### src/rtl/huffman_sort_ctrl.sv
// huffman_sort_ctrl
// Sequencing controller around an external combinational 8-entry sort IP.
// Loads eight symbol weights, then runs seven sort/merge steps to build a
// Huffman tree. Finally it emits one code length and code word per symbol.
//
// Ports
//   clk            system clock, all state on the rising edge
//   rst            asynchronous active-high reset
//   in_valid       weight-load strobe (honoured only while idle/loading)
//   in_weight      weight of the next symbol, symbols arrive in order 0..7
//   sort_char_o    node IDs presented to the sort IP, slot 0 at [31:28]
//   sort_weight_o  weights presented to the sort IP, slot 0 at [39:35]
//   sort_char_i    node IDs returned by the sort IP, descending weight
//   out_valid      code output strobe, eight consecutive cycles per job
//   out_len        code length of the current symbol (0 when idle)
//   out_code       code bits, bit 0 is the leaf-most bit (0 when idle)
//   busy           high while a job is in flight
module huffman_sort_ctrl #(
  parameter int IP_WIDTH = 8,
  parameter int WEIGHT_W = 5
) (
  input  logic                         clk,
  input  logic                         rst,
  input  logic                         in_valid,
  input  logic [WEIGHT_W-1:0]          in_weight,
  output logic [4*IP_WIDTH-1:0]        sort_char_o,
  output logic [WEIGHT_W*IP_WIDTH-1:0] sort_weight_o,
  input  logic [4*IP_WIDTH-1:0]        sort_char_i,
  output logic                         out_valid,
  output logic [2:0]                   out_len,
  output logic [6:0]                   out_code,
  output logic                         busy
);

  localparam logic [3:0]          EMPTY_ID = 4'd15;
  localparam logic [WEIGHT_W-1:0] WT_MAX   = {WEIGHT_W{1'b1}};

  typedef enum logic [2:0] {
    S_IDLE  = 3'd0,
    S_LOAD  = 3'd1,
    S_SORT  = 3'd2,
    S_MERGE = 3'd3,
    S_OUT   = 3'd4
  } state_t;

  state_t                  state_r;
  logic [WEIGHT_W-1:0]     wt_r   [0:14];
  logic [3:0]              slot_r [0:IP_WIDTH-1];
  logic [3:0]              root_r [0:IP_WIDTH-1];
  logic [2:0]              len_r  [0:IP_WIDTH-1];
  logic [6:0]              code_r [0:IP_WIDTH-1];
  logic [2:0]              step_r;
  logic [2:0]              cnt_r;
  logic [4*IP_WIDTH-1:0]   sorted_r;

  logic [WEIGHT_W-1:0]     wt_all_s  [0:15];
  logic [3:0]              x_s;
  logic [3:0]              y_s;
  logic [3:0]              n_s;
  logic [WEIGHT_W:0]       sum_s;
  logic [WEIGHT_W-1:0]     merged_wt_s;
  logic [3:0]              nslot_s   [0:IP_WIDTH-1];
  logic [3:0]              nroot_s   [0:IP_WIDTH-1];
  logic [2:0]              nlen_s    [0:IP_WIDTH-1];
  logic [6:0]              ncode_s   [0:IP_WIDTH-1];
  logic [4*IP_WIDTH-1:0]        merge_char_s;
  logic [WEIGHT_W*IP_WIDTH-1:0] merge_weight_s;
  logic [4*IP_WIDTH-1:0]        load_char_s;
  logic [WEIGHT_W*IP_WIDTH-1:0] load_weight_s;
  logic                    sort_ok_s;

  // XOR of all node IDs in a slot vector; a reordering never changes it.
  function automatic logic [3:0] id_xor(input logic [4*IP_WIDTH-1:0] v);
    logic [3:0] acc;
    acc = 4'd0;
    for (int i = 0; i < IP_WIDTH; i++) begin
      acc = acc ^ v[4*i +: 4];
    end
    return acc;
  endfunction

  // Weight lookup by node ID; the empty marker always weighs the maximum.
  always_comb begin
    for (int i = 0; i < 15; i++) begin
      wt_all_s[i] = wt_r[i];
    end
    wt_all_s[15] = WT_MAX;
  end

  // Merge datapath: combine the two lightest roots into node 8+step.
  always_comb begin
    x_s   = sorted_r[3:0];
    y_s   = sorted_r[7:4];
    n_s   = {1'b1, step_r};
    sum_s = {1'b0, wt_all_s[x_s]} + {1'b0, wt_all_s[y_s]};
    if (sum_s[WEIGHT_W]) begin
      merged_wt_s = WT_MAX;
    end else begin
      merged_wt_s = sum_s[WEIGHT_W-1:0];
    end
    merge_char_s   = {(4*IP_WIDTH){1'b0}};
    merge_weight_s = {(WEIGHT_W*IP_WIDTH){1'b0}};
    for (int i = 0; i < IP_WIDTH; i++) begin
      if (slot_r[i] == x_s) begin
        nslot_s[i] = n_s;
      end else if (slot_r[i] == y_s) begin
        nslot_s[i] = EMPTY_ID;
      end else begin
        nslot_s[i] = slot_r[i];
      end
      // X side of the merge contributes a 1 bit, Y side a 0 bit.
      if (root_r[i] == x_s) begin
        ncode_s[i] = code_r[i] | (7'd1 << len_r[i]);
        nlen_s[i]  = len_r[i] + 3'd1;
        nroot_s[i] = n_s;
      end else if (root_r[i] == y_s) begin
        ncode_s[i] = code_r[i] & ~(7'd1 << len_r[i]);
        nlen_s[i]  = len_r[i] + 3'd1;
        nroot_s[i] = n_s;
      end else begin
        ncode_s[i] = code_r[i];
        nlen_s[i]  = len_r[i];
        nroot_s[i] = root_r[i];
      end
      merge_char_s[4*(IP_WIDTH-1-i) +: 4] = nslot_s[i];
      // The new node's weight is not in wt_r yet, so bypass it here.
      if (nslot_s[i] == n_s) begin
        merge_weight_s[WEIGHT_W*(IP_WIDTH-1-i) +: WEIGHT_W] = merged_wt_s;
      end else begin
        merge_weight_s[WEIGHT_W*(IP_WIDTH-1-i) +: WEIGHT_W] = wt_all_s[nslot_s[i]];
      end
    end
  end

  // First sort request: leaves in symbol order, last weight still on the input.
  always_comb begin
    load_char_s   = {(4*IP_WIDTH){1'b0}};
    load_weight_s = {(WEIGHT_W*IP_WIDTH){1'b0}};
    for (int i = 0; i < IP_WIDTH; i++) begin
      load_char_s[4*(IP_WIDTH-1-i) +: 4] = 4'(i);
      if (i == IP_WIDTH - 1) begin
        load_weight_s[WEIGHT_W*(IP_WIDTH-1-i) +: WEIGHT_W] = in_weight;
      end else begin
        load_weight_s[WEIGHT_W*(IP_WIDTH-1-i) +: WEIGHT_W] = wt_r[i];
      end
    end
  end

  // A sort result that is not a reordering of the request is sorted again.
  always_comb begin
    sort_ok_s = (id_xor(sorted_r) == id_xor(sort_char_o));
  end

  // Controller FSM with all tables and registered outputs.
  always_ff @(posedge clk or posedge rst) begin
    if (rst) begin
      state_r       <= S_IDLE;
      step_r        <= 3'd0;
      cnt_r         <= 3'd0;
      sorted_r      <= {(4*IP_WIDTH){1'b0}};
      busy          <= 1'b0;
      out_valid     <= 1'b0;
      out_len       <= 3'd0;
      out_code      <= 7'd0;
      sort_char_o   <= {(4*IP_WIDTH){1'b0}};
      sort_weight_o <= {(WEIGHT_W*IP_WIDTH){1'b0}};
      for (int i = 0; i < 15; i++) begin
        wt_r[i] <= {WEIGHT_W{1'b0}};
      end
      for (int i = 0; i < IP_WIDTH; i++) begin
        slot_r[i] <= 4'd0;
        root_r[i] <= 4'd0;
        len_r[i]  <= 3'd0;
        code_r[i] <= 7'd0;
      end
    end else begin
      case (state_r)
        S_IDLE: begin
          if (in_valid) begin
            wt_r[0] <= in_weight;
            cnt_r   <= 3'd1;
            busy    <= 1'b1;
            state_r <= S_LOAD;
          end
        end
        S_LOAD: begin
          if (in_valid) begin
            wt_r[cnt_r] <= in_weight;
            if (cnt_r == 3'd7) begin
              for (int i = 0; i < IP_WIDTH; i++) begin
                slot_r[i] <= 4'(i);
                root_r[i] <= 4'(i);
                len_r[i]  <= 3'd0;
                code_r[i] <= 7'd0;
              end
              step_r        <= 3'd0;
              sort_char_o   <= load_char_s;
              sort_weight_o <= load_weight_s;
              state_r       <= S_SORT;
            end else begin
              cnt_r <= cnt_r + 3'd1;
            end
          end
        end
        S_SORT: begin
          sorted_r <= sort_char_i;
          state_r  <= S_MERGE;
        end
        S_MERGE: begin
          if (!sort_ok_s) begin
            state_r <= S_SORT;
          end else begin
            wt_r[n_s] <= merged_wt_s;
            for (int i = 0; i < IP_WIDTH; i++) begin
              slot_r[i] <= nslot_s[i];
              root_r[i] <= nroot_s[i];
              len_r[i]  <= nlen_s[i];
              code_r[i] <= ncode_s[i];
            end
            sort_char_o   <= merge_char_s;
            sort_weight_o <= merge_weight_s;
            if (step_r == 3'd6) begin
              // Symbol 0 goes out straight from the final merge result.
              cnt_r     <= 3'd0;
              out_valid <= 1'b1;
              out_len   <= nlen_s[0];
              out_code  <= ncode_s[0];
              state_r   <= S_OUT;
            end else begin
              step_r  <= step_r + 3'd1;
              state_r <= S_SORT;
            end
          end
        end
        S_OUT: begin
          if (cnt_r == 3'd7) begin
            cnt_r     <= 3'd0;
            out_valid <= 1'b0;
            out_len   <= 3'd0;
            out_code  <= 7'd0;
            busy      <= 1'b0;
            state_r   <= S_IDLE;
          end else begin
            cnt_r    <= cnt_r + 3'd1;
            out_len  <= len_r[cnt_r + 3'd1];
            out_code <= code_r[cnt_r + 3'd1];
          end
        end
        default: begin
          state_r <= S_IDLE;
        end
      endcase
    end
  end

endmodule

### config.mk
export PLATFORM = sky130hd
export DESIGN_NAME = huffman_sort_ctrl
export DESIGN_NICKNAME = d
export VERILOG_FILES = /design/src/rtl/huffman_sort_ctrl.sv
export SDC_FILE = /design/constraint.sdc
export NUM_CORES = 1
export LEC_CHECK = 0
export BUFFER_PORTS_ARGS = -buffer_cell sky130_fd_sc_hd__buf_2
export CAP_MARGIN = 10
export CORE_ASPECT_RATIO = 1.2
export CORE_MARGIN = 1
export CORE_UTILIZATION = 23
export CTS_BUF_LIST = sky130_fd_sc_hd__clkbuf_16
export DETAILED_ROUTE_END_ITERATION = 8
export SLEW_MARGIN = 20
export SYNTH_ARGS = -nofsm -noshare
export SYNTH_HDL_FRONTEND = slang
export SYNTH_SLANG_ARGS = --single-unit
### constraint.sdc
create_clock -name clk -period 10.8 [get_ports clk]
set_input_delay 0 -clock clk [delete_from_list [all_inputs] [get_ports clk]]
set_output_delay 0 -clock clk [all_outputs]
set_load 0.05 [all_outputs]
==> results by group, run 1 <==
Floorplanning
  – Core ar.: 0.111 mm²
  – Chip Width: 307 µm
  – Die ar.: 0.113 mm²
  – Std-Cell Rows: 134
  – Chip height: 368 µm
  – Initial core utilization: between 20 and 25%
  – Boundary Pins: between 100 and 150

Routing
  – Pre-antenna DRT Iters: 6
  – DR vias/cell: 5.63
  – Antenna-violating nets left: 0
  – Vias: 23.0k
  – Iter 0 DRT Violations: roughly 2.9k
  – DR WL/cell: between 20 and 30 µm
  – DRC: 0
  – Total wire length: around 110000 µm

Run status
  – Outcome: complete, no violations

Logic synthesis
  – Yosys warns: 0
  – Dominant synthesized flop cell: dfrtp_1
  – Post-Syn Area: 0.0257 mm²
  – Mean area per synthesized cell: 9.82 µm²
  – Syn nets: between 2k and 3k
  – Post-synth EDFFs: 0
  – Netlist cell types: 92
  – Post-Syn Instances: ~2.6k
  – Post-synth ARST share: 100%
  – Flops & latches, synth: 312
  – Sequential element share of the synthesized area: 30.4%

Worst setup path
  – Critical Path Fanout Max: 43
  – CP required: about 11 ns
  – Worst r2r dst: sort_weight_o[33]$_DFFE_PP0P_
  – Crit path capture type: flip-flop
  – Worst Path Class, Setup: reg2reg
  – Critical R2R Launch: sorted_r[4]$_DFFE_PP0N_
  – FF-to-FF setup slack: slightly below 6 ns
  – Worst reg2reg path depth: 12
  – Worst EP arrival: 5.44 ns
  – Setup crit start kind: flip-flop

Global routing
  – Largest net degree at the start of global routing: 149
  – First-pass GRT wire length: around 160000 µm
  – Total GRT Usage: a little under a fifth
  – Grt ovf: 0
  – Vias in the first global route: ~22k
  – Initial antenna violation count: 9

Finish
  – Layout area overhead: 12.2%
  – Fin util: 26.0%
  – Nets: roughly 2.7k
  – Layout cell share with drive strength beyond 1: 21.4%

Clocking
  – Total CTS buffers: 40
  – Setup bufs post-CTS: 0
  – CTS tree: yes
  – Clock net sink count: 312
  – Post-CTS Hold Fix Bufs: 39
  – Clk_lat worst skew: 0.59 ns
  – CTS max path bufs: 3
  – Post-CTS sizing: 0
  – Root buffer cell: clkbuf_16
  – CTS H-tree depth: 2
  – Worst-path clk slew: 0.07 ns

Placed design
  – IO buf count: ~120
  – Dpl hpwl: 72100 µm
  – Post-place setup slack: 5.93 ns
  – RePlAce Congestion: about 1

STA
  – Max-slew violations: 0
  – RSZ-0062 raised after global routing: false
  – F_max: 200 MHz
  – Final Critical Period: approximately 5 ns
  – Tcrit/Tclk final: between 40% and 50%
  – Slew @ Worst Pin: between 1 and 1.5 ns
  – Final WS setup: around 5.8 ns
  – Final Hold Viols: 0
  – Fin Setup TNS: 0 ns
  – Slew margin rel.: 17.5%
  – # setup viols final: 0
  – Clk_skew: around 0.034 ns

Min path
  – Min-Delay Path Class: in2async

Flow run
  – Max Cap Violations: 0
==> placed cells by master (no fill, tap or decap), drive strengths merged, types with 20 or more instances in the layout <==
cell type	synthesis	layout
nand4	65	65
a21o	42	42
o211ai	29	29
mux2i	229	229
dlygate4sd3	0	39
nor2	108	108
inv	48	60
o22ai	21	21
dfrtp	312	312
o21ai	91	91
nor3	32	32
o2111ai	20	20
nand2	216	216
ha	49	49
buf	115	171
xnor2	104	104
xor2	84	84
mux4	93	93
a32o	48	48
nand3	46	46
clkbuf	195	40
a21oi	75	75
nand2b	24	24
a211oi	34	34
nor4	25	25
a31oi	39	39
a41oi	30	30
mux2	176	176
==> how the worst max path moves through the flow <==
stage | from | to | slack (ns) | depth (start not counted)
finish | sorted_r[4]$_DFFE_PP0N_ | sort_weight_o[33]$_DFFE_PP0P_ | 5.80 | 12
global route | sorted_r[4]$_DFFE_PP0N_ | sort_weight_o[39]$_DFFE_PP0P_ | 5.68 | 12
CTS | sorted_r[4]$_DFFE_PP0N_ | sort_weight_o[33]$_DFFE_PP0P_ | 5.91 | 12
detailed placement | sorted_r[4]$_DFFE_PP0N_ | sort_weight_o[33]$_DFFE_PP0P_ | 5.93 | 12
global placement | sorted_r[4]$_DFFE_PP0N_ | sort_weight_o[33]$_DFFE_PP0P_ | 6.08 | 12
floorplan | rst | busy$_DFFE_PP0P_ | 2.17 | 1
==> layer usage <==
layer	part of all wire [%]	track usage [%]	vias up	routed length [µm]
li1	-	-	9706	-
met1	37	21.7	11500	39200
met2	47	29.7	1385	49400
met3	9.6	4.65	408	10200
met4	6.6	10.3	6	7000
met5	0.039	0	-	41
==> logic make-up (layout without fill, tap and decap cells) <==
| logic type | count (synthesis) | in the layout | share of synthesized area [%] |
|---|---|---|---|
| AOI/OAI and AO/OA | 574 | 574 | 16.4 |
| xor gates and xnor gates | 188 | 188 | 6.55 |
| adders and majority gates | 50 | 50 | 2.46 |
| buffers and inverters | 360 | 332 | 6.38 |
| DFF | 312 | 312 | 30.4 |
| muxes | 498 | 498 | 25.1 |
| other | 0 | 2 | 0 |
| and+or+nand+nor | 637 | 637 | 12.7 |
==> area by class of cell <==
class                           count  area [µm²]
Antenna cell                        2        5.00
Clock buffer                       40        1000
Clock inverter                     32         239
Fill cell                       11800       82100
Inverter                           50         195
Multi-Input combinational cell   1947       16300
Sequential cell                   312        7810
Tap cell                         1496        1870
Timing Repair Buffer              210        1380
==> state kept, by name, indices dropped and copies added (netlist names) <==
register,count
code_r,56
sort_weight_o,40
wt_all_s,40
load_weight_s,35
root_r,32
sort_char_o,32
sorted_r,32
len_r,24
out_code,7
cnt_r,3
out_len,3
state_r,3
step_r,3
busy,1
out_valid,1
==> worst max-delay path, stage by stage, from the launching register on <==
cell,delay (ns)
dfrtp_2,0.34
buf_4,0.58
mux4_2,0.59
mux4_2,0.51
ha_1,0.32
a21o_1,0.18
a21oi_1,0.22
o21bai_1,0.11
a21oi_1,0.37
nand2b_1,0.52
and3_1,0.37
a2111oi_0,0.50
a31oi_1,0.15
==> Yosys cell counts (all sizes together), types with 20 or more instances <==
| cell type | instances | share of area [%] |
|---|---|---|
| a41oi | 30 | 1.0 |
| dfrtp | 312 | 30 |
| o2111ai | 20 | 0.68 |
| mux2i | 229 | 9.1 |
| xor2 | 84 | 2.9 |
| o21ai | 91 | 1.8 |
| nor4 | 25 | 0.73 |
| nor3 | 32 | 0.71 |
| nand2b | 24 | 0.58 |
| a21o | 42 | 1.2 |
| a32o | 48 | 1.9 |
| a31oi | 39 | 0.95 |
| buf | 115 | 2.8 |
| a21oi | 75 | 1.5 |
| a211oi | 34 | 0.99 |
| nand3 | 46 | 1.0 |
| clkbuf | 195 | 2.8 |
| xnor2 | 104 | 3.7 |
| o22ai | 21 | 0.51 |
| nand4 | 65 | 1.7 |
| mux2 | 176 | 7.8 |
| o211ai | 29 | 0.85 |
| ha | 49 | 2.4 |
| nand2 | 216 | 3.2 |
| inv | 48 | 0.70 |
| mux4 | 93 | 8.2 |
| nor2 | 108 | 1.6 |
==> stage by stage <==
step	instances	cell area [µm²]	hold slack, ns
2_1_floorplan	2619	25700	0.151
3_3_place_gp	3976	27200	0.233
3_5_place_dp	3976	27200	0.238
4_1_cts	4087	28800	0.172
5_1_grt	4087	28800	0.197
6_report	4089	28800	0.132
Power of run 1 is left out: the tool's default activity adds up to more than one toggle a clock period on the data nets, which glitch-free logic cannot reach.
==> run 2, diff against run 1 <==
Clock period 10.8 ns to 4.6 ns, I/O delays scaled along.
==> results by group, run 2 (synthesis results as in run 1) <==
Flow run
  – Max Cap Violations: 0 (unchanged)

Worst setup path
  – Setup crit start kind: flip-flop
  – Crit path cell chain: buf_4 -> mux4_2 -> mux4_2 -> ha_1 -> a21oi_1 -> o21bai_1 -> a21oi_1 -> nand2_1 -> inv_1 -> o2111ai_1 -> o211a_1
  – CP required: 5.06 ns (-6.18 ns)
  – Crit-path slowest cell: nand2_1
  – Crit path capture type: flip-flop
  – Top delay family on crit path: compound AO/OA/AOI/OAI gates
  – Worst EP arrival: 4.84 ns (-0.60 ns)
  – Crit path largest cell delay: 0.60 ns (about the same)
  – Worst path bufs/invs: 2 (+1)
  – Critical Path Fanout Max: 17 (-60%)
  – Worst Path Class, Setup: reg2reg

Routing
  – DR WL/cell: 26.5 µm (+2.5%)
  – Iter 0 DRT Violations: 2938 (+2.0%)
  – Vias: 23.5k (+2.1%)
  – DRC: 0 (unchanged)
  – Antenna-violating nets left: 0 (unchanged)
  – Pre-antenna DRT Iters: 8 (+2)
  – DR vias/cell: 5.63 (about the same)
  – Total wire length: 111000 µm (+4.5%)

Clocking
  – Clk_lat worst skew: 0.61 ns (+0.02 ns)
  – Root buffer cell: clkbuf_16
  – Clock net sink count: 312 (unchanged)
  – CTS tree: yes
  – Worst-path clk slew: 0.06 ns (about the same)
  – CTS max path bufs: 3 (unchanged)
  – Total CTS buffers: 41 (+2.5%)
  – CTS H-tree depth: 2 (unchanged)

Floorplanning
  – Chip Width: 307 µm (unchanged)
  – Boundary Pins: 124 (unchanged)
  – Std-Cell Rows: 134 (unchanged)
  – Die ar.: 0.113 mm² (unchanged)
  – Initial core utilization: 23.2% (unchanged)
  – Core ar.: 0.111 mm² (unchanged)
  – Chip height: 368 µm (unchanged)

Finish
  – Layout cell share with drive strength beyond 1: 23.9% (+2.5 points)
  – Nets: 2732 (+3.1%)
  – Layout area overhead: 15.4%
  – Largest reg by FF count: code_r
  – Fin cells: 4171 (+2.0%)
  – Most frequent cells in the layout: 308 x dfrtp_1, 221 x mux2i_1, 214 x nand2_1, 171 x mux2_2
  – Most common cell after layout, fill and taps aside: dfrtp_1
  – Number of flip-flops under the largest register name: 56 (unchanged)

Run status
  – Outcome: complete, no violations

STA
  – Slew margin rel.: 20.3% (+2.8 points)
  – RSZ-0062 raised after global routing: false
  – # setup viols final: 0 (unchanged)
  – Fin Setup TNS: 0 ns (unchanged)
  – Max-slew violations: 0 (unchanged)
  – F_max: 228 MHz (+14%)
  – Clk_skew: 0.0525 ns (+0.0186 ns)
  – Tcrit/Tclk final: 95.2% (+49 points)
  – Hold slack: 0.107 ns (-0.0251 ns)
  – Final Hold Viols: 0 (unchanged)
  – Slew @ Worst Pin: 1.18 ns (-0.0439 ns)
  – Final Critical Period: 4.38 ns (-0.618 ns)

Placed design
  – Cells after DPL: 4056 (+2.0%)
  – Dpl hpwl: 79700 µm (+11%)
  – IO buf count: 123 (unchanged)
  – RePlAce Congestion: 1.00 (+1.4%)

Min path
  – Min-Delay Path Class: in2async

Global routing
  – Grt ovf: 0 (unchanged)
  – Initial antenna violation count: 6 (-3)
  – Largest net degree at the start of global routing: 155 (+4.0%)
  – First-pass GRT wire length: 161000 µm (+3.6%)
  – Total GRT Usage: 19.0% (+0.74 points)
  – Vias in the first global route: 22.7k (+1.8%)
## run 2: cell count changes in the layout (fill, tap and decap cells not counted), moves of 2 or more
| cell | before | now |
|---|---|---|
| buf_12 | 1 | 5 |
| buf_4 | 47 | 123 |
| bufinv_16 | 2 | 6 |
| clkinv_1 | 8 | 11 |
| clkinv_16 | 0 | 3 |
| inv_1 | 56 | 52 |
| inv_6 | 2 | 0 |
## run 2: worst paths after layout
path	startpoint	endpoint	slack, ns	cells past startpoint
max in group asynchronous	rst	len_r[5]$_DFFE_PP0P_	3.11	4
min in group clk	sort_char_i[30]	sorted_r[30]$_DFFE_PP0N_	0.17	3
hold / removal	rst	sorted_r[18]$_DFFE_PP0N_	0.11	3
setup reg to reg	sorted_r[4]$_DFFE_PP0N_	sort_weight_o[27]$_DFFE_PP0P_	0.22	11
hold reg to reg	out_code[0]$_DFFE_PP0P_	out_code[0]$_DFFE_PP0P_	0.48	1
setup / recovery	sorted_r[4]$_DFFE_PP0N_	sort_weight_o[27]$_DFFE_PP0P_	0.22	11
## run 2: worst min-delay path, stage by stage
cell	delay [ns]
dlygate4sd3_1	0.53
buf_2	0.13
clkinvlp_4	0.53
## run 2: layout make-up
cell class / instances / area (µm²)
clock buffers: 41 / 1030
repair buffers: 290 / 2030
diodes: 2 / 5.00
flip-flops and latches: 312 / 7810
well taps: 1496 / 1870
clock inverters: 33 / 389
fillers: 11800 / 81300
multi-input cells: 1947 / 16400
inverters: 50 / 191
## run 2: repair_timing
action,4_1_cts,5_1_grt
buffers inserted,0,0
hold endpoints to repair,110,0
endpoints found under the setup margin,0,1
gates resized for setup,0,1
hold buffers,39,0
## run 2: through the flow
step                util (%)  setup slack (ns)  cell area (µm²)
floorplan                  -            0.0773            25700
global placement        25.1             0.368            27900
detailed placement      25.1             0.343            27900
CTS                     26.7             0.328            29700
global route            26.7            0.0640            29700
finish                  26.7             0.220            29700
## run 2: routing by layer
metal,vias up,wire (µm),track usage (%)
li1,9888,-,-
met1,11800,42700,23.6
met2,1409,51500,31.0
met3,371,9730,3.70
met4,4,6670,9.78
met5,-,27,0
Power of run 2 is left out for the same reason.
